$ cat config.mk
export PLATFORM = sky130hd
export DESIGN_NAME = debug_monitor_ctrl_flat
export DESIGN_NICKNAME = d
export VERILOG_FILES = /design/src/rtl/debug_monitor_ctrl_if.sv /design/src/rtl/debug_monitor_ctrl.sv /design/src/flat_wrapper.sv
export SDC_FILE = /design/constraint.sdc
export NUM_CORES = 1
export LEC_CHECK = 0
export CAP_MARGIN = 10
export CORE_MARGIN = 2
export CORE_UTILIZATION = 51
export CTS_BUF_LIST = sky130_fd_sc_hd__clkbuf_8
export CTS_CLUSTER_SIZE = 25
export DETAILED_ROUTE_END_ITERATION = 7
export HOLD_SLACK_MARGIN = 0.06
export MAX_ROUTING_LAYER = met4
export PLACE_DENSITY = 0.95
export SLEW_MARGIN = 20
export SYNTH_ARGS = -nofsm -noshare
export SYNTH_HDL_FRONTEND = slang
export SYNTH_SLANG_ARGS = --single-unit
export TNS_END_PERCENT = 10
$ cat constraint.sdc
create_clock -name Clock -period 4.7 [get_ports Clock]
set_clock_uncertainty 0.05 [all_clocks]
set_input_delay 0.47 -clock Clock [delete_from_list [all_inputs] [get_ports Clock]]
set_output_delay 0.47 -clock Clock [all_outputs]
set_load 0.01 [all_outputs]
$ cat src/rtl/debug_monitor_ctrl_if.sv
// Signal bundle between the DE2 board I/O (master) and debug_monitor_ctrl (slave).
interface debug_monitor_ctrl_if #(
  parameter int DATA_W     = 16,
  parameter int NUM_REGS   = 8,
  parameter int NUM_DIGITS = 4,
  parameter int PAGE_W     = 4
);
  logic                         KeyStep_n;
  logic [PAGE_W-1:0]            PageSel;
  logic                         AutoScroll;
  logic                         Freeze;
  logic [DATA_W-1:0]            Bus;
  logic [NUM_REGS*DATA_W-1:0]   RegFlat;
  logic                         StepPulse;
  logic [15:0]                  StepCount;
  logic [PAGE_W-1:0]            Page;
  logic                         PageErr;
  logic [NUM_DIGITS*7-1:0]      HexSeg;
  logic [NUM_DIGITS-1:0]        DigitChg;

  modport master (
    output KeyStep_n, PageSel, AutoScroll, Freeze, Bus, RegFlat,
    input  StepPulse, StepCount, Page, PageErr, HexSeg, DigitChg
  );

  modport slave (
    input  KeyStep_n, PageSel, AutoScroll, Freeze, Bus, RegFlat,
    output StepPulse, StepCount, Page, PageErr, HexSeg, DigitChg
  );
endinterface

$ cat src/rtl/debug_monitor_ctrl.sv
// Debug controller: debounced single-step pulse, page selection/auto-scroll, 7-segment display.
// Optional macro DBG_CHANGE_HILITE_EN adds per-digit change flags after each step.
module debug_monitor_ctrl #(
  parameter int DATA_W       = 16,
  parameter int NUM_REGS     = 8,
  parameter int NUM_DIGITS   = 4,
  parameter int DEBOUNCE_CYC = 50000,
  parameter int SCROLL_CYC   = 25000000,
  parameter int PAGE_W       = 4
) (
  input logic                 Clock,
  input logic                 Reset,
  debug_monitor_ctrl_if.slave dbg
);

  localparam int SNAP_W = 4 * NUM_DIGITS;
  localparam int DEB_W  = $clog2(DEBOUNCE_CYC);
  localparam int SCR_W  = $clog2(SCROLL_CYC);
  localparam logic [DEB_W-1:0]  DEB_LAST  = DEB_W'(DEBOUNCE_CYC - 1);
  localparam logic [SCR_W-1:0]  SCR_LAST  = SCR_W'(SCROLL_CYC - 1);
  localparam logic [PAGE_W-1:0] LAST_PAGE = PAGE_W'(NUM_REGS);

  logic              sync1_q, sync1_d, sync2_q, sync2_d;
  logic              deb_q, deb_d;
  logic [DEB_W-1:0]  deb_cnt_q, deb_cnt_d;
  logic              step_pulse_q, step_pulse_d;
  logic [15:0]       step_count_q, step_count_d;
  logic              auto_prev_q, auto_prev_d;
  logic [SCR_W-1:0]  scroll_cnt_q, scroll_cnt_d;
  logic [PAGE_W-1:0] page_q, page_d;
  logic              page_err_q, page_err_d;
  logic [DATA_W-1:0] src;
  logic [SNAP_W-1:0] snap_q, snap_d;
  logic [NUM_DIGITS*7-1:0] hex_seg;

  function automatic logic [6:0] seg7(input logic [3:0] n);
    case (n)
      4'h0: seg7 = 7'b1000000;  4'h1: seg7 = 7'b1111001;
      4'h2: seg7 = 7'b0100100;  4'h3: seg7 = 7'b0110000;
      4'h4: seg7 = 7'b0011001;  4'h5: seg7 = 7'b0010010;
      4'h6: seg7 = 7'b0000010;  4'h7: seg7 = 7'b1111000;
      4'h8: seg7 = 7'b0000000;  4'h9: seg7 = 7'b0010000;
      4'hA: seg7 = 7'b0001000;  4'hB: seg7 = 7'b0000011;
      4'hC: seg7 = 7'b1000110;  4'hD: seg7 = 7'b0100001;
      4'hE: seg7 = 7'b0000110;  default: seg7 = 7'b0001110;
    endcase
  endfunction

  // The counter only runs while the synced level disagrees with the accepted one,
  // so any bounce back to the accepted level restarts the stability window.
  always_comb begin
    sync1_d   = dbg.KeyStep_n;
    sync2_d   = sync1_q;
    deb_d     = deb_q;
    deb_cnt_d = '0;
    if (sync2_q != deb_q) begin
      if (deb_cnt_q == DEB_LAST) deb_d = sync2_q;
      else                       deb_cnt_d = deb_cnt_q + 1'b1;
    end
    step_pulse_d = deb_q & ~deb_d;
    step_count_d = step_count_q + {15'd0, step_pulse_d};
  end

  always_comb begin
    page_d       = page_q;
    page_err_d   = page_err_q;
    scroll_cnt_d = scroll_cnt_q;
    auto_prev_d  = dbg.AutoScroll;
    if (!dbg.AutoScroll) begin
      scroll_cnt_d = '0;
      if (dbg.PageSel <= LAST_PAGE) begin
        page_d     = dbg.PageSel;
        page_err_d = 1'b0;
      end else begin
        page_d     = '0;
        page_err_d = 1'b1;
      end
    end else begin
      page_err_d = 1'b0;
      if (!auto_prev_q) begin
        scroll_cnt_d = '0;
      end else if (scroll_cnt_q == SCR_LAST) begin
        scroll_cnt_d = '0;
        page_d       = (page_q >= LAST_PAGE) ? '0 : page_q + 1'b1;
      end else begin
        scroll_cnt_d = scroll_cnt_q + 1'b1;
      end
    end
  end

  always_comb begin
    src = dbg.Bus;
    for (int k = 0; k < NUM_REGS; k++) begin
      if (page_q == PAGE_W'(k + 1)) src = dbg.RegFlat[k*DATA_W +: DATA_W];
    end
    snap_d = snap_q;
    if (!dbg.Freeze) begin
      snap_d              = '0;
      snap_d[DATA_W-1:0]  = src;
    end
    hex_seg = '0;
    for (int d = 0; d < NUM_DIGITS; d++) hex_seg[d*7 +: 7] = seg7(snap_q[d*4 +: 4]);
  end

  always_ff @(posedge Clock) begin
    if (Reset) begin
      sync1_q      <= 1'b1;
      sync2_q      <= 1'b1;
      deb_q        <= 1'b1;
      deb_cnt_q    <= '0;
      step_pulse_q <= 1'b0;
      step_count_q <= '0;
      auto_prev_q  <= 1'b0;
      scroll_cnt_q <= '0;
      page_q       <= '0;
      page_err_q   <= 1'b0;
      snap_q       <= '0;
    end else begin
      sync1_q      <= sync1_d;
      sync2_q      <= sync2_d;
      deb_q        <= deb_d;
      deb_cnt_q    <= deb_cnt_d;
      step_pulse_q <= step_pulse_d;
      step_count_q <= step_count_d;
      auto_prev_q  <= auto_prev_d;
      scroll_cnt_q <= scroll_cnt_d;
      page_q       <= page_d;
      page_err_q   <= page_err_d;
      snap_q       <= snap_d;
    end
  end

  assign dbg.StepPulse = step_pulse_q;
  assign dbg.StepCount = step_count_q;
  assign dbg.Page      = page_q;
  assign dbg.PageErr   = page_err_q;
  assign dbg.HexSeg    = hex_seg;

`ifdef DBG_CHANGE_HILITE_EN
  localparam int HL_W = $clog2(2 * DEBOUNCE_CYC);
  localparam logic [HL_W-1:0] HL_LAST = HL_W'(2 * DEBOUNCE_CYC - 1);

  logic [SNAP_W-1:0]     rec_q, rec_d;
  logic [HL_W-1:0]       hl_cnt_q, hl_cnt_d;
  logic                  hl_busy_q, hl_busy_d;
  logic [NUM_DIGITS-1:0] digit_chg_q, digit_chg_d;

  // Snapshot is captured on the step pulse and compared once the delay expires.
  always_comb begin
    rec_d       = rec_q;
    hl_cnt_d    = hl_cnt_q;
    hl_busy_d   = hl_busy_q;
    digit_chg_d = digit_chg_q;
    if (step_pulse_q) begin
      rec_d     = snap_q;
      hl_cnt_d  = '0;
      hl_busy_d = 1'b1;
    end else if (hl_busy_q) begin
      if (hl_cnt_q == HL_LAST) begin
        hl_busy_d = 1'b0;
        for (int d = 0; d < NUM_DIGITS; d++)
          digit_chg_d[d] = (snap_q[d*4 +: 4] != rec_q[d*4 +: 4]);
      end else begin
        hl_cnt_d = hl_cnt_q + 1'b1;
      end
    end
  end

  always_ff @(posedge Clock) begin
    if (Reset) begin
      rec_q       <= '0;
      hl_cnt_q    <= '0;
      hl_busy_q   <= 1'b0;
      digit_chg_q <= '0;
    end else begin
      rec_q       <= rec_d;
      hl_cnt_q    <= hl_cnt_d;
      hl_busy_q   <= hl_busy_d;
      digit_chg_q <= digit_chg_d;
    end
  end

  assign dbg.DigitChg = digit_chg_q;
`else
  assign dbg.DigitChg = '0;
`endif

endmodule

$ cat src/flat_wrapper.sv
// flat-port wrapper written by rule: the top's interface ports become plain ports
module debug_monitor_ctrl_flat 
#(
  parameter int DATA_W       = 16,
  parameter int NUM_REGS     = 8,
  parameter int NUM_DIGITS   = 4,
  parameter int DEBOUNCE_CYC = 50000,
  parameter int SCROLL_CYC   = 25000000,
  parameter int PAGE_W       = 4
)
  (Clock, Reset, dbg_KeyStep_n, dbg_PageSel, dbg_AutoScroll, dbg_Freeze, dbg_Bus, dbg_RegFlat, dbg_StepPulse, dbg_StepCount, dbg_Page, dbg_PageErr, dbg_HexSeg, dbg_DigitChg);
  debug_monitor_ctrl_if #(.DATA_W(DATA_W), .NUM_REGS(NUM_REGS), .NUM_DIGITS(NUM_DIGITS), .PAGE_W(PAGE_W)) dbg_i ();
  input logic Clock;
  input logic Reset;
  input wire logic [$bits(dbg_i.KeyStep_n)-1:0] dbg_KeyStep_n;
  input wire logic [$bits(dbg_i.PageSel)-1:0] dbg_PageSel;
  input wire logic [$bits(dbg_i.AutoScroll)-1:0] dbg_AutoScroll;
  input wire logic [$bits(dbg_i.Freeze)-1:0] dbg_Freeze;
  input wire logic [$bits(dbg_i.Bus)-1:0] dbg_Bus;
  input wire logic [$bits(dbg_i.RegFlat)-1:0] dbg_RegFlat;
  output wire logic [$bits(dbg_i.StepPulse)-1:0] dbg_StepPulse;
  output wire logic [$bits(dbg_i.StepCount)-1:0] dbg_StepCount;
  output wire logic [$bits(dbg_i.Page)-1:0] dbg_Page;
  output wire logic [$bits(dbg_i.PageErr)-1:0] dbg_PageErr;
  output wire logic [$bits(dbg_i.HexSeg)-1:0] dbg_HexSeg;
  output wire logic [$bits(dbg_i.DigitChg)-1:0] dbg_DigitChg;
  assign dbg_i.KeyStep_n = dbg_KeyStep_n;
  assign dbg_i.PageSel = dbg_PageSel;
  assign dbg_i.AutoScroll = dbg_AutoScroll;
  assign dbg_i.Freeze = dbg_Freeze;
  assign dbg_i.Bus = dbg_Bus;
  assign dbg_i.RegFlat = dbg_RegFlat;
  assign dbg_StepPulse = dbg_i.StepPulse;
  assign dbg_StepCount = dbg_i.StepCount;
  assign dbg_Page = dbg_i.Page;
  assign dbg_PageErr = dbg_i.PageErr;
  assign dbg_HexSeg = dbg_i.HexSeg;
  assign dbg_DigitChg = dbg_i.DigitChg;
  debug_monitor_ctrl #(.DATA_W(DATA_W), .NUM_REGS(NUM_REGS), .NUM_DIGITS(NUM_DIGITS), .DEBOUNCE_CYC(DEBOUNCE_CYC), .SCROLL_CYC(SCROLL_CYC), .PAGE_W(PAGE_W)) u_core (.Clock(Clock), .Reset(Reset), .dbg(dbg_i));
endmodule
==> flow_summary_export.csv, run 1 <==
group,metric,value,unit
final_layout,layout_common_cells,"clkdlybuf4s50_1 (200), dfxtp_1 (111), nor2_1 (104), nand2_1 (53), xor2_1 (37)",
routing,wl_per_cell,19.0,um
final_layout,antenna_cells,0,
sta,finalHoldViolCount,0,
logic_synthesis,ys_types,73,
clock_network,clk_latency,390,ps
final_layout,finalNetCount,1159,
power,power.density,258,nW/um^2
power,ir_drop,0.128,mV
final_layout,layout_commonest_cell,"clkdlybuf4s50_1",
logic_synthesis,syn_area_per_cell,8.63,um^2
min_path,worstHoldPathCells,1,
sta,max_freq,0.271,GHz
logic_synthesis,ys.flop_type,"dfxtp_1",
routing,drc,0,
final_layout,nFillCells,1000,
grt,grt_start_max_net_pins,34,
routing,top_layer_used,"met4",
run_status,outcome,"finished clean",
place,dp_cells,1139,
clock_network,clock_tree.buffer_depth,2,
logic_synthesis,syn_area,6930,um^2
clock_network,htreeDepth,3,
floorplanning,core_area,13200,um^2
logic_synthesis,synth_seq_cells,111,
place,hpwl,16500,um
sta,worstMarginPinSlew,950,ps
final_layout,fin_area,9150,um^2
sta,fin_crit,3680,ps
clock_network,cts_setup_buffers,0,
grt,track_usage,0.302,
flow_run,cap_violations,0,
worst_setup_path,endpoint_kind,"register",
sta,rsz0062_at_grt,"false",
final_layout,layout-drive-gt1-share,0.0735,
worst_setup_path,ff2ff_path_depth,9,
final_layout,fin_cells,1155,
place,gp_congestion,0.961,
logic_synthesis,synthCells,803,
floorplanning,dieArea,14500,um^2
sta,fin_tns_setup,0,ps
routing,ant_nets,0,
routing,wl_met1,8840,um
sta,slew_headroom,0.365,
worst_setup_path,cp.arrival,3880,ps
power,seq_power_share,0.438,
clock_network,clock_sinks,111,
worst_setup_path,crit_path_start_kind,"register",
power,p_leak,0.00335,uW
floorplanning,num_rows,42,
routing,via_per_inst,5.95,
clock_network,root_buffer,"clkbuf_8",
logic_synthesis,synth_edf_count,0,
worst_setup_path,reg2reg_to,"u_core.dbg.HexSeg[14]",
clock_network,numCtsBuffers,9,
logic_synthesis,ys.warnings.count,0,
floorplanning,start_util,0.523,
routing,dr.pass1.iters,6,
min_path,hold_path_class,"reg -> reg",
worst_setup_path,rrSetupSlack,1020,ps
min_path,min_delay_worst_endpoint,"u_core.sync2_q",
worst_setup_path,path_max_fanout,17,
grt,antenna_found_initial,0,
grt,grt_pass1_vias,6743,
floorplanning,die_h,121,um
routing,drt_wl_total,22000,um
clock_network,cts.reportedPaths.clkPinSlew,120,ps
worst_setup_path,timing.rr.start,"u_core.dbg.Page[0]",
power,internal_power,1590,uW
sta,finalCritPeriodShare,0.784,
floorplanning,die_w,121,um
power,switchingPower,768,uW
min_path,hold_start,"u_core.sync1_q",
clock_network,cts_tree,"yes",
place,portBuffers,202,
floorplanning,ios,207,
worst_setup_path,critPathRequiredTime,4890,ps
routing,vias,6869,
power,swShare,0.325,
final_layout,area_delta_synth_final,32.1,%
routing,wl_met2,10400,um
sta,setup_viol,0,
power,clkPwrFrac,0.242,
grt,grt-ovfl-total,0,
routing,drt_iter0_drc,701,
logic_synthesis,async_reset_ff_frac,0,
worst_setup_path,path_class,"reg -> reg",
place,place_area,8960,um^2
power,combPwrFrac,0.320,
clock_network,cts_resized,0,
logic_synthesis,ys_seq_area_frac,0.321,
grt,grt_pass1_wl,34300,um
sta,fin_hold_ws,386,ps
sta,slew_violations,0,
routing,route.met3.wl,1750,um
clock_network,hold_buffers,0,
[worst max path at each step]
| stage | startpoint | endpoint | slack [ps] | depth (start not counted) |
|---|---|---|---|---|
| after floorplan | u_core.dbg.Page[1] | u_core.dbg.HexSeg[7] | 1790 | 14 |
| final | u_core.dbg.Page[0] | u_core.dbg.HexSeg[14] | 1020 | 9 |
| after detailed placement | u_core.dbg.Page[0] | u_core.dbg.HexSeg[14] | 1090 | 9 |
| after global routing | u_core.dbg.Page[1] | u_core.dbg.HexSeg[14] | 780 | 11 |
| after global placement | u_core.dbg.Page[1] | u_core.dbg.HexSeg[14] | 1310 | 11 |
| after CTS | u_core.dbg.Page[0] | u_core.dbg.HexSeg[14] | 1060 | 9 |
[cell families (layout without fill, tap and decap cells)]
kind of cell    count (synthesis)  after routing  share of synthesized area
other cells                     1              4                   0.000541
buf+inv                        90            263                     0.0594
mux                            29             29                     0.0419
compound gates                188            188                      0.236
flops                         111            111                      0.321
xor+xnor                       56             56                     0.0708
fa+ha+maj                      32             32                     0.0578
simple gates                  296            296                      0.213
[registers in the layout, indices dropped and copies added (netlist names)]
name and count:
u_core.dbg.StepPulse 1, u_core.scroll_cnt_q 25, u_core.dbg.Page 4, u_core.deb_q 1, u_core.dbg.HexSeg 28, u_core.dbg.StepCount 16, u_core.snap_q 16, u_core.sync1_q 1
u_core.deb_cnt_q 16, u_core.auto_prev_q 1, u_core.dbg.PageErr 1, u_core.sync2_q 1
[synthesized netlist by cell type (20+ instances only)]
master   count  share of area
a21oi_1     27          0.019
nand2_1     53          0.029
nand3_1     29          0.021
buf_2       20          0.014
nor2_1     104          0.056
mux2i_1     29          0.042
dfxtp_1    111           0.32
inv_1       31          0.017
ha_1        32          0.058
xor2_1      37          0.047
[critical path, stage by stage (launching register included)]
cell      delay (ps)
dfxtp_1          440
inv_1            110
ha_1             400
and3b_1          500
or3_1            550
o32ai_2          640
inv_1            190
ha_1             270
nor4_1           300
a311oi_1          80
[power by group through the flow]
stage	registers, uW	clock network [uW]	logic (uW)
3_3_place_gp	1050	0	724
2_1_floorplan	1070	0	400
5_1_grt	1040	610	806
3_5_place_dp	1050	0	737
4_1_cts	1030	576	746
6_report	1030	571	756
[per-layer routing]
layer  GRT usage  vias to the layer above
met2       0.500                      374
met3      0.0439                       80
met5           -                        -
li1            -                     3220
met4       0.152                        0
met1       0.358                     3195
[final cells by class]
type / instances / area [um^2] / area share
well taps: 176 / 220 / 0.0241
flip-flops and latches: 111 / 2220 / 0.243
inverters: 38 / 143 / 0.0156
repair buffers: 209 / 2060 / 0.226
clock buffers: 9 / 124 / 0.0135
multi-input cells: 605 / 4310 / 0.471
clock inverters: 7 / 72.6 / 0.00793
[through the flow]
step / worst slack [ps] / power, uW / utilization
2_1_floorplan: 1790 / 1470 / -
3_3_place_gp: 1310 / 1780 / 0.676
3_5_place_dp: 1090 / 1790 / 0.676
4_1_cts: 1060 / 2350 / 0.691
5_1_grt: 783 / 2450 / 0.691
6_report: 1020 / 2360 / 0.691
(Power assumes the default switching activity.)
==> run 2, diff against run 1 <==
--- a/config.mk
+++ b/config.mk
@@ -7,13 +7,13 @@
 export LEC_CHECK = 0
 export CAP_MARGIN = 10
 export CORE_MARGIN = 2
-export CORE_UTILIZATION = 51
+export CORE_UTILIZATION = 45
 export CTS_BUF_LIST = sky130_fd_sc_hd__clkbuf_8
 export CTS_CLUSTER_SIZE = 25
 export DETAILED_ROUTE_END_ITERATION = 7
 export HOLD_SLACK_MARGIN = 0.06
 export MAX_ROUTING_LAYER = met4
-export PLACE_DENSITY = 0.95
+export PLACE_DENSITY = 0.91
 export SLEW_MARGIN = 20
 export SYNTH_ARGS = -nofsm -noshare
 export SYNTH_HDL_FRONTEND = slang
==> constraint.sdc (replaced) <==
create_clock -name Clock -period 3.25 [get_ports Clock]
set_clock_uncertainty 0.05 [all_clocks]
set_input_delay 0.325 -clock Clock [delete_from_list [all_inputs] [get_ports Clock]]
set_output_delay 0.325 -clock Clock [all_outputs]
set_load 0.01 [all_outputs]
==> flow_summary_export.csv, run 2 (synthesis results as in run 1) <==
group,metric,value,unit
clock_network,clock_tree.buffer_depth,2,
clock_network,root_buffer,"clkbuf_8",
routing,wl_per_cell,18.9,um
power,internal_power,2390,uW
routing,vias,6950,
routing,drc,0,
worst_setup_path,endpoint_kind,"register",
power,ir_drop,0.205,mV
place,hpwl,17300,um
worst_setup_path,critPathRequiredTime,3450,ps
final_layout,layout_common_cells,"clkdlybuf4s50_1 (200), dfxtp_1 (109), nor2_1 (103), nand2_1 (53), xor2_1 (37)",
routing,drt_wl_total,22500,um
final_layout,finalNetCount,1176,
place,place_area,9110,um^2
final_layout,layout_commonest_cell,"clkdlybuf4s50_1",
sta,fin_tns_setup,0,ps
clock_network,clock_sinks,111,
floorplanning,ios,207,
worst_setup_path,path_class,"reg -> reg",
final_layout,nFillCells,1231,
place,gp_congestion,0.975,
floorplanning,core_area,15100,um^2
power,clkPwrFrac,0.246,
worst_setup_path,critPathBufInv,3,
run_status,outcome,"finished clean",
power,seq_power_share,0.428,
sta,fin_crit,3100,ps
grt,antenna_found_initial,3,
worst_setup_path,crit_path_start_kind,"register",
power,combPwrFrac,0.326,
grt,track_usage,0.278,
sta,slew_headroom,0.614,
place,pre_cts_ws,68.1,ps
min_path,hold_start,"u_core.sync1_q",
worst_setup_path,reg2reg_to,"u_core.dbg.HexSeg[21]",
worst_setup_path,ff2ff_path_depth,12,
floorplanning,dieArea,16400,um^2
grt,grt_start_max_net_pins,29,
clock_network,htreeDepth,3,
sta,max_freq,0.323,GHz
grt,grt-ovfl-total,0,
power,power.density,373,nW/um^2
final_layout,largest_register_ffs,28,
sta,rsz0062_at_grt,"false",
power,swShare,0.314,
sta,finalCritPeriodShare,0.953,
routing,drt_iter0_drc,571,
worst_setup_path,cp.arrival,3300,ps
routing,via_per_inst,5.86,
clock_network,hold_buffers,0,
final_layout,fin_area,9350,um^2
sta,worstMarginPinSlew,575,ps
min_path,worstHoldPathCells,1,
routing,ant_nets,0,
sta,setup_viol,0,
worst_setup_path,path_max_fanout,26,
clock_network,clk_latency,390,ps
worst_setup_path,cp_slowest_cell,"dfxtp_2",
grt,grt_pass1_wl,35100,um
worst_setup_path,rrSetupSlack,150,ps
worst_setup_path,timing.rr.start,"u_core.dbg.Page[1]",
routing,dr.pass1.iters,5,
power,p_leak,0.00344,uW
power,switchingPower,1100,uW
sta,fin_hold_ws,362,ps
clock_network,cts.reportedPaths.clkPinSlew,110,ps
place,portBuffers,202,
sta,slew_violations,0,
floorplanning,start_util,0.458,
power,p_total,3490,uW
final_layout,area_delta_synth_final,34.9,%
grt,grt_pass1_vias,6758,
sta,setup_slack,151,ps
floorplanning,die_w,128,um
worst_setup_path,critPathMaxStageDelay,370,ps
final_layout,layout-drive-gt1-share,0.0975,
clock_network,cts_tree,"yes",
sta,finalHoldViolCount,0,
worst_setup_path,path_cells,"inv_1 > ha_2 > buf_12 > nor2b_1 > a221oi_1 > o221ai_1 > o221ai_1 > and2_1 > inv_1 > ha_1 > nor4_1 > a311oi_1",
worst_setup_path,crit_family,"compound AO/OA/AOI/OAI gates",
min_path,hold_path_class,"reg -> reg",
clock_network,numCtsBuffers,9,
floorplanning,die_h,128,um
min_path,min_delay_worst_endpoint,"u_core.sync2_q",
floorplanning,num_rows,45,
flow_run,cap_violations,0,
==> run 2: cell types whose count changed in the layout (fill, tap and decap cells not counted), moves of 2 or more <==
| cell | delta |
|---|---|
| dfxtp_1 | -2 |
| ha_1 | -2 |
| ha_2 | +2 |
| inv_8 | -2 |
| buf_4 | +16 |
| o21ai_1 | +2 |
| dfxtp_2 | +2 |
| diode_2 | +3 |
| o21ai_0 | -2 |
==> run 2: worst max-delay path by stage <==
stage                                  endpoint          startpoint  slack [ps]  cells after the start
after floorplan            u_core.dbg.HexSeg[7]  u_core.dbg.Page[1]         340                     14
after global routing      u_core.dbg.HexSeg[22]  u_core.dbg.Page[1]          40                     12
final                     u_core.dbg.HexSeg[21]  u_core.dbg.Page[1]         150                     12
after global placement     u_core.dbg.HexSeg[7]  u_core.dbg.Page[1]         240                     13
after CTS                 u_core.dbg.HexSeg[14]  u_core.dbg.Page[0]          10                     13
after detailed placement  u_core.dbg.HexSeg[14]  u_core.dbg.Page[0]          70                     13
==> run 2: cell type report <==
| class | count | area [um^2] | share of cell area |
|---|---|---|---|
| repair buffers | 226 | 2200 | 0.236 |
| clock inverters | 6 | 76.3 | 0.00816 |
| clock buffers | 9 | 124 | 0.0132 |
| flip-flops and latches | 111 | 2220 | 0.238 |
| inverters | 38 | 143 | 0.0153 |
| well taps | 188 | 235 | 0.0252 |
| multi-input cells | 605 | 4340 | 0.464 |
| diodes | 3 | 7.51 | 0.000803 |
==> run 2: metal layers <==
layer | GRT usage | routed length (um) | part of all wire
met5 | - | 0 | 0
met1 | 0.314 | 8750 | 0.39
met4 | 0.136 | 869 | 0.039
met3 | 0.0584 | 1810 | 0.081
met2 | 0.467 | 11000 | 0.49
==> run 2: metrics by stage <==
stage / cells / util
after floorplan: 806 / -
after global placement: 1168 / 0.602
after detailed placement: 1168 / 0.602
after CTS: 1183 / 0.615
after global routing: 1186 / 0.617
final: 1186 / 0.617
==> run 2: power by group through the flow <==
stage                     logic, uW  registers (uW)  clock network [uW]
after floorplan                 578            1540                   0
after global placement         1080            1520                   0
after detailed placement       1110            1520                   0
after CTS                      1110            1490                 878
after global routing           1210            1500                 937
final                          1140            1490                 859
==> run 2: timing repair <==
action                                  in CTS  in global routing
buffers inserted                             0                  0
endpoints found under the setup margin       0                 25
resized for setup                            0                 11
==> run 3, diff against run 2 <==
--- a/config.mk
+++ b/config.mk
@@ -12,7 +12,6 @@
 export CTS_CLUSTER_SIZE = 25
 export DETAILED_ROUTE_END_ITERATION = 7
 export HOLD_SLACK_MARGIN = 0.06
-export MAX_ROUTING_LAYER = met4
 export PLACE_DENSITY = 0.91
 export SLEW_MARGIN = 20
 export SYNTH_ARGS = -nofsm -noshare
==> flow_summary_export.csv, run 3 (synthesis results as in run 1) <==
group,metric,value,unit
grt,grt_pass1_wl,33800,um
worst_setup_path,crit_family,"compound AO/OA/AOI/OAI gates",
place,dp_cells,1169,
floorplanning,num_rows,45,
grt,track_usage,0.261,
final_layout,fin_cells,1186,
worst_setup_path,path_depth,11,
routing,route.met3.wl,1910,um
final_layout,largest_register_ffs,28,
worst_setup_path,critPathBufInv,2,
sta,setup_viol,0,
routing,vias,6863,
clock_network,hold_buffers,0,
routing,drt_iter0_drc,470,
grt,grt-ovfl-total,0,
worst_setup_path,critPathRequiredTime,3440,ps
final_layout,nFillCells,1209,
floorplanning,die_w,128,um
floorplanning,dieArea,16400,um^2
power,p_leak,0.00344,uW
sta,rsz0062_at_grt,"false",
grt,grt_start_max_net_pins,29,
place,place_area,9110,um^2
clock_network,root_buffer,"clkbuf_8",
power,ir_drop,0.180,mV
clock_network,cts_setup_buffers,0,
clock_network,cts.reportedPaths.clkPinSlew,110,ps
routing,drt_wl_total,21900,um
sta,slew_headroom,0.643,
routing,via_per_inst,5.79,
sta,fin_tns_setup,0,ps
worst_setup_path,cp.arrival,3290,ps
floorplanning,core_area,15100,um^2
routing,dr.pass1.iters,5,
routing,ant_nets,0,
final_layout,fin_area,9340,um^2
place,portBuffers,202,
worst_setup_path,critPathMaxStageDelay,440,ps
worst_setup_path,path_class,"reg -> reg",
place,hpwl,17000,um
worst_setup_path,path_max_fanout,28,
worst_setup_path,endpoint_kind,"register",
flow_run,cap_violations,0,
sta,worstMarginPinSlew,532,ps
min_path,worstHoldPathCells,2,
final_layout,layout_commonest_cell,"clkdlybuf4s50_1",
final_layout,layout_common_cells,"clkdlybuf4s50_1 (200), dfxtp_1 (110), nor2_1 (103), nand2_1 (53), xor2_1 (37)",
sta,slew_violations,0,
routing,top_layer_used,"met4",
place,gp_congestion,0.953,
clock_network,clk_latency,380,ps
routing,drc,0,
power,p_total,3450,uW
clock_network,numCtsBuffers,9,
clock_network,clock_tree.buffer_depth,2,
routing,wl_met1,8540,um
floorplanning,start_util,0.458,
final_layout,finalNetCount,1177,
routing,wl_met2,10300,um
clock_network,htreeDepth,3,
clock_network,cts_tree,"yes",
clock_network,clock_sinks,111,
sta,finalCritPeriodShare,0.951,
final_layout,layout-drive-gt1-share,0.0963,
worst_setup_path,path_cells,"ha_1 > buf_6 > nor2b_1 > a221oi_1 > o221ai_1 > o221ai_1 > and2_1 > inv_1 > ha_1 > nor4_1 > a311oi_1",
grt,grt_pass1_vias,6703,
worst_setup_path,ff2ff_path_depth,11,
worst_setup_path,crit_path_start_kind,"register",
min_path,hold_path_class,"in -> reg",
worst_setup_path,cp_slowest_cell,"dfxtp_1",
sta,fin_crit,3090,ps
power,power.density,369,nW/um^2
floorplanning,ios,207,
floorplanning,die_h,128,um
run_status,outcome,"finished clean",
final_layout,area_delta_synth_final,34.8,%
routing,wl_per_cell,18.5,um
sta,finalHoldViolCount,0,
sta,max_freq,0.324,GHz
grt,antenna_found_initial,2,
-- run 3: area by class of cell --
cell class | instances | area (um^2) | share of cell area
clock inverters | 6 | 60.1 | 0.00643
diodes | 1 | 2.50 | 0.000268
inverters | 38 | 143 | 0.0153
clock buffers | 10 | 138 | 0.0147
repair buffers | 227 | 2200 | 0.236
well taps | 188 | 235 | 0.0252
flip-flops and latches | 111 | 2220 | 0.238
multi-input cells | 605 | 4340 | 0.464
-- run 3: layer usage --
layer  global-route usage  vias to the layer above
met5                    0                        -
met4                0.149                        0
met3               0.0647                       79
met2                0.441                      339
met1                0.300                     3186
li1                     -                     3259
-- run 3: worst paths after layout --
kind / from / to / slack, ps
worst max register to register: u_core.dbg.Page[0] / u_core.dbg.HexSeg[14] / 160
worst max-delay path: u_core.dbg.Page[0] / u_core.dbg.HexSeg[14] / 160
worst min register to register: u_core.sync1_q / u_core.sync2_q / 370
worst min-delay path: Reset / u_core.snap_q[13] / 260
-- run 3: what timing repair did --
| action | CTS | global route |
|---|---|---|
| gates resized for setup | 0 | 9 |
| setup endpoints to repair | 0 | 23 |
| hold endpoints to repair | 0 | 0 |
-- run 3: power breakdown --
part | internal (uW) | switching, uW | total [uW] | leakage [uW]
Combinational | 576 | 550 | 1130 | 0.00243
Sequential | 1450 | 44.1 | 1490 | 0.000906
Clock | 322 | 504 | 826 | 0.000103
Total | 2350 | 1100 | 3450 | 0.00344
-- run 3: metrics by stage --
step                setup WS, ps  hold WS (ps)  utilization
floorplan                    337           339            -
global placement             228           345        0.601
detailed placement           108           350        0.601
CTS                         79.3           239        0.614
global route                15.3           253        0.617
finish                       159           264        0.617
